--- config.mk ---
export PLATFORM = sky130hd
export DESIGN_NAME = wb_timeout_guard
export DESIGN_NICKNAME = d
export VERILOG_FILES = /design/src/rtl/wb_timeout_guard.sv
export SDC_FILE = /design/constraint.sdc
export NUM_CORES = 1
export LEC_CHECK = 0
export ABC_AREA = 1
export BUFFER_PORTS_ARGS = -buffer_cell sky130_fd_sc_hd__buf_2
export CAP_MARGIN = 20
export CORE_MARGIN = 2
export CORE_UTILIZATION = 35
export DETAILED_ROUTE_END_ITERATION = 10
export PLACE_DENSITY = 0.69
export SLEW_MARGIN = 20
export SYNTH_ARGS = -nofsm -noshare
export SYNTH_HDL_FRONTEND = slang
export SYNTH_SLANG_ARGS = --single-unit
--- constraint.sdc ---
create_clock -name wb_clk_i -period 1.55 [get_ports wb_clk_i]
set_input_delay 0.0775 -clock wb_clk_i [delete_from_list [all_inputs] [get_ports wb_clk_i]]
set_output_delay 0.0775 -clock wb_clk_i [all_outputs]
set_load 0.01 [all_outputs]
--- src/rtl/wb_timeout_guard.sv ---
`default_nettype none
// ============================================================================
// Module      : wb_timeout_guard
// Description : Wishbone classic pass-through between a CPU master port and
//               the interconnect. A strobe left unanswered for TIMEOUT_CYCLES
//               cycles is ended with a single-cycle error to the master. The
//               downstream cycle is dropped in that cycle. The first faulting
//               address and direction are recorded, and a saturating count of
//               timeouts is kept.
// Revision    : 1.0 - initial release
// ----------------------------------------------------------------------------
// Ports
//   wb_clk_i, wb_rst_ni        clock, asynchronous active-low reset
//   wbs_*_i / wbs_*_o          master-facing Wishbone slave port
//   wbm_*_o / wbm_*_i          interconnect-facing Wishbone master port
//   fault_adr_o, fault_we_o    capture of the first timed-out cycle
//   fault_valid_o              sticky "a timeout happened" flag
//   fault_cnt_o                saturating timeout count (0..255)
//   fault_clr_i                synchronous clear of all fault registers
// ============================================================================
module wb_timeout_guard #(
    parameter int TIMEOUT_CYCLES = 255,
    parameter int CNT_WIDTH      = 16
) (
    input  logic        wb_clk_i,
    input  logic        wb_rst_ni,
    // Master side
    input  logic [31:0] wbs_adr_i,
    input  logic [31:0] wbs_dat_i,
    input  logic [3:0]  wbs_sel_i,
    input  logic        wbs_we_i,
    input  logic        wbs_cyc_i,
    input  logic        wbs_stb_i,
    input  logic [2:0]  wbs_cti_i,
    output logic [31:0] wbs_dat_o,
    output logic        wbs_ack_o,
    output logic        wbs_err_o,
    // Interconnect side
    output logic [31:0] wbm_adr_o,
    output logic [31:0] wbm_dat_o,
    output logic [3:0]  wbm_sel_o,
    output logic        wbm_we_o,
    output logic        wbm_cyc_o,
    output logic        wbm_stb_o,
    output logic [2:0]  wbm_cti_o,
    input  logic [31:0] wbm_dat_i,
    input  logic        wbm_ack_i,
    input  logic        wbm_err_i,
    // Fault record
    output logic [31:0] fault_adr_o,
    output logic        fault_we_o,
    output logic        fault_valid_o,
    output logic [7:0]  fault_cnt_o,
    input  logic        fault_clr_i
);

    localparam logic [CNT_WIDTH-1:0] C_LAST = CNT_WIDTH'(TIMEOUT_CYCLES - 1);
    localparam logic [CNT_WIDTH-1:0] C_ONE  = CNT_WIDTH'(1);

    typedef enum logic [0:0] {
        ST_PASS = 1'b0,
        ST_TERM = 1'b1
    } state_t;

    state_t               r_state;
    logic [CNT_WIDTH-1:0] r_cnt;
    logic [31:0]          r_fault_adr;
    logic                 r_fault_we;
    logic                 r_fault_valid;
    logic [7:0]           r_fault_cnt;

    logic w_req;
    logic w_resp;
    logic w_term;
    logic w_timeout;

    assign w_req     = wbs_cyc_i & wbs_stb_i;
    assign w_resp    = wbm_ack_i | wbm_err_i;
    assign w_term    = (r_state == ST_TERM);
    // A downstream response in the same cycle wins over the timeout.
    assign w_timeout = (r_state == ST_PASS) & w_req & ~w_resp & (r_cnt == C_LAST);

    // ------------------------------------------------------------------------
    // Forwarding paths. Address/data/controls are passed through unchanged.
    // In TERM the downstream cycle is withdrawn and the master sees only err.
    // ------------------------------------------------------------------------
    assign wbm_adr_o = wbs_adr_i;
    assign wbm_dat_o = wbs_dat_i;
    assign wbm_sel_o = wbs_sel_i;
    assign wbm_we_o  = wbs_we_i;
    assign wbm_cti_o = wbs_cti_i;
    assign wbm_cyc_o = wbs_cyc_i & ~w_term;
    assign wbm_stb_o = wbs_stb_i & ~w_term;

    assign wbs_dat_o = w_term ? 32'h0 : wbm_dat_i;
    assign wbs_err_o = w_term | wbm_err_i;
    // Err has priority so ack and err are never presented together.
    assign wbs_ack_o = ~w_term & wbm_ack_i & ~wbm_err_i;

    // ------------------------------------------------------------------------
    // State machine and wait counter
    // ------------------------------------------------------------------------
    always_ff @(posedge wb_clk_i or negedge wb_rst_ni) begin
        if (!wb_rst_ni) begin
            r_state <= ST_PASS;
            r_cnt   <= '0;
        end else begin
            case (r_state)
                ST_PASS: begin
                    if (w_timeout) begin
                        r_state <= ST_TERM;
                        r_cnt   <= '0;
                    end else if (!w_req || w_resp) begin
                        r_cnt   <= '0;
                    end else begin
                        r_cnt   <= r_cnt + C_ONE;
                    end
                end
                ST_TERM: begin
                    r_state <= ST_PASS;
                    r_cnt   <= '0;
                end
                default: begin
                    r_state <= ST_PASS;
                    r_cnt   <= '0;
                end
            endcase
        end
    end

    // ------------------------------------------------------------------------
    // Fault record. A clear coinciding with a timeout keeps the new fault,
    // so the record then describes that fault alone with a count of one.
    // ------------------------------------------------------------------------
    always_ff @(posedge wb_clk_i or negedge wb_rst_ni) begin
        if (!wb_rst_ni) begin
            r_fault_adr   <= 32'h0;
            r_fault_we    <= 1'b0;
            r_fault_valid <= 1'b0;
            r_fault_cnt   <= 8'd0;
        end else if (fault_clr_i) begin
            if (w_timeout) begin
                r_fault_adr   <= wbs_adr_i;
                r_fault_we    <= wbs_we_i;
                r_fault_valid <= 1'b1;
                r_fault_cnt   <= 8'd1;
            end else begin
                r_fault_adr   <= 32'h0;
                r_fault_we    <= 1'b0;
                r_fault_valid <= 1'b0;
                r_fault_cnt   <= 8'd0;
            end
        end else if (w_timeout) begin
            if (!r_fault_valid) begin
                r_fault_adr   <= wbs_adr_i;
                r_fault_we    <= wbs_we_i;
                r_fault_valid <= 1'b1;
            end
            if (r_fault_cnt != 8'hFF) begin
                r_fault_cnt <= r_fault_cnt + 8'd1;
            end
        end
    end

    assign fault_adr_o   = r_fault_adr;
    assign fault_we_o    = r_fault_we;
    assign fault_valid_o = r_fault_valid;
    assign fault_cnt_o   = r_fault_cnt;

endmodule
`default_nettype wire

==> results.txt <==
The routed wire length came out at 10700 µm. The die extent in x came out at 109 µm. In this run, distinct cell masters in the synthesized netlist total 30. Along the worst path, the maximum fanout reaches 8. The first-pass iteration count of the detailed router is 4. For this run the aggregate overflow at the end of global routing stands at 0. After synthesis the cells add up to 3830 µm². Dividing total power by cell area gives a power density of 668 nW/µm². The area of the core came out at 10700 µm². Detailed placement ended at an HPWL of 7570 µm. The worst reg-to-reg setup slack came out at 0.03 ns. The path class of the tightest hold or removal check is in2reg.

The number of buffers added by the clock tree synthesis step is 9. Routability-driven placement finished with a final weighted congestion of 0.909. The run finished with clean final reports. The origin of the critical flop-to-flop path is r_cnt[1]$_DFF_PN0_. The transition time at the pin with the least slew margin came out at 0.496 ns. The overall die area is 11800 µm². The depth of the worst register-to-register path is 7. The post-synth net total is 631. The clock arrives with 0.0104 ns of skew. The later-pin clock latency in the skew report is 0.34 ns. The antenna violation net count after detailed routing is 0. The endpoint of the worst-slack reg-to-reg timing path is r_cnt[13]$_DFF_PN0_.

The clock sink count came out at 59. The worst setup path is launched from a flop. The number of H-tree levels is 3. The clock input transition at the sequential cells of the worst setup and hold paths is 0.07 ns. The least setup slack across all paths after layout came out at 0.0276 ns. The peak per-stage delay on the critical path is 0.43 ns. The filler cell count is 1085. The wire length of the first global-routing pass came out at 16100 µm. The required time of the critical path is 1.81 ns. The quantity of I/O buffers inserted on ports came out at 182. The worst setup slack before clock tree synthesis is -0.0279 ns. The number of synthesis warnings came out at 0.

The critical path is of the reg2reg type. The worst setup path is captured at a flop. The worst path in the final design needs a cycle of 1.52 ns, including I/O delays and setup. Counting flops and latches in the post-synthesis netlist gives 59.

The worst ir drop on vdd came out at 0.362 mV. Leaving out fill and tap cells, the most frequent cells in the layout are sky130_fd_sc_hd__buf_2, sky130_fd_sc_hd__nand2_1, sky130_fd_sc_hd__nor2_1. Of the available clock period, the critical path in the final layout requires 0.982. The floorplan has 38 rows. The layout cell share with drive strength beyond 1 came out at 0.376. The via count of the first global-routing pass came out at 3524.

The per-cell routed wire length is 13.1 µm. The initial antenna violation count is 0. The via count normalized by instance count came out at 4.59. Tracing the worst setup path back leads to its startpoint at r_cnt[1]$_DFF_PN0_.

In the routed design, unresolved DRC markers number 0. The layout net count is 787. The root buffer cell is sky130_fd_sc_hd__clkbuf_8. The multi-input combinational cells in the finished layout cover a total of 1510 µm². The library cell used most frequently in the layout, excluding fill and tap cells, is sky130_fd_sc_hd__buf_2.

The signal on the critical path passes through ha_4, nand4_1, nor2_4, buf_12, a21oi_4, o21ai_1, nor2_1. Setup repair after global routing could not meet its margin everywhere. The antenna diode count came out at 0. The tool flagged a number of max-cap violations equal to 0. The number of top-level pins is 261. Following the worst setup path forward leads to its endpoint at r_cnt[13]$_DFF_PN0_. The mean instance size in the synthesized netlist is 7.41 µm².

The number of slew-limit violations in the final report came out at 0. The post-synthesis instance total came out at 517. The starting density of the core is 0.356. The post-route standard cell area excluding fillers came out at 5050 µm². Counting along the longest clock path gives a buffer depth of 2. The number of hold-slack violations in the final timing report is 0. At the worst endpoint, the arrival time is 1.78 ns. The violation count after the first detailed-route iteration came out at 188. The pin count of the biggest net entering global routing is 41.

The number of vias in the routed layout came out at 3756. The highest achievable clock rate came out at 0.657 GHz. The register area came out at 1480 µm².

The placement-stage cell area came out at 4460 µm². On the critical path, the stage with the largest delay is an instance of sky130_fd_sc_hd__dfrtp_1. The worst slew margin relative to its limit came out at 0.670.

The static leakage power came out at 0.00293 µW. The global routing usage summed across all routing layers is 0.172. The sequential area share after synthesis is 0.386.

From bottom edge to top edge, the die measures 109 µm. Setup violations remaining at the end of the flow were counted as 0. TritonCTS built the clock tree.

The synthesis-to-layout area growth is 31.9%.
-- registers in the layout, indices dropped and copies added (netlist names) --
name	cells
fault_adr_o	32
fault_valid_o	1
fault_we_o	1
r_state	1
r_cnt	16
fault_cnt_o	8
-- critical path, delay by kind of cell, from the launching register on --
family	cells	cell delay, ns
compound gates	2	0.40
fa+ha+maj	1	0.18
buf+inv	1	0.14
flops	1	0.43
simple gates	3	0.30
-- layer usage --
layer	GRT usage	wire length [µm]	part of all wire
met2	0.277	5160	0.48
met5	0	0	0
met4	0.0568	159	0.015
met1	0.223	4810	0.45
met3	0.0458	569	0.053
-- synth_stat cells (all sizes together) --
cell type / count / area, µm²
nor3b: 2 / 15.0
clkbuf: 6 / 22.5
dfrtp: 59 / 1480
nand4: 38 / 244
o21ai: 5 / 25.0
nor3: 2 / 21.3
or2: 1 / 6.26
o21bai: 2 / 15.0
xor2: 6 / 52.6
a31oi: 1 / 6.26
ha: 3 / 37.5
nor2: 90 / 363
inv: 63 / 236
buf: 84 / 644
a21oi: 2 / 21.3
nand2: 134 / 533
xnor2: 1 / 8.76
nand3: 18 / 100
-- cell families after synthesis --
family | after synthesis | share of synthesized area
compound gates | 10 | 0.0176
xor+xnor | 7 | 0.0160
fa+ha+maj | 3 | 0.00980
buf+inv | 153 | 0.236
flops | 59 | 0.386
simple gates | 285 | 0.335
-- how the worst min path moves through the flow --
stage	startpoint	endpoint	cells after the start
6_report	wbs_adr_i[21]	fault_adr_o[21]$_DFFE_PN0P_	3
5_1_grt	wbs_adr_i[24]	fault_adr_o[24]$_DFFE_PN0P_	3
4_1_cts	wbs_adr_i[24]	fault_adr_o[24]$_DFFE_PN0P_	3
3_5_place_dp	wb_rst_ni	fault_adr_o[27]$_DFFE_PN0P_	1
3_3_place_gp	wb_rst_ni	fault_adr_o[27]$_DFFE_PN0P_	1
2_1_floorplan	wb_rst_ni	fault_adr_o[0]$_DFFE_PN0P_	0
-- timing repair --
item	4_1_cts	5_1_grt
endpoints found under the hold margin	44	0
pin swaps	0	8
hold buffers	26	0
gates resized for setup	1	14
cloned	0	2
setup endpoints to repair	23	54
buffers inserted	0	4
-- report_power, final --
part / leakage [µW] / total (µW) / switching (µW) / internal, µW
clock network: 0.0000991 / 1390 / 614 / 778
registers: 0.000825 / 1540 / 0.566 / 1540
logic: 0.00201 / 441 / 233 / 208
-- through the flow --
stage | power [µW] | TNS, ns | hold slack, ns | std cells | util
2_1_floorplan | 1870 | 0 | -0.218 | 517 | -
3_3_place_gp | 1950 | -0.160 | 0.0679 | 770 | 0.415
5_1_grt | 3540 | -0.341 | 0.00869 | 818 | 0.470
3_5_place_dp | 1950 | -0.152 | 0.0733 | 770 | 0.415
6_report | 3370 | 0 | 0.0150 | 818 | 0.470
4_1_cts | 3420 | 0 | 0.00138 | 812 | 0.457
-- area by class of cell --
| class | instances | share of cell area |
|---|---|---|
| repair buffers | 235 | 0.289 |
| clock inverters | 5 | 0.0104 |
| inverters | 63 | 0.0473 |
| flip-flops and latches | 59 | 0.292 |
| multi-input cells | 305 | 0.299 |
| clock buffers | 11 | 0.0280 |
| well taps | 140 | 0.0347 |
(Power assumes the default switching activity.)
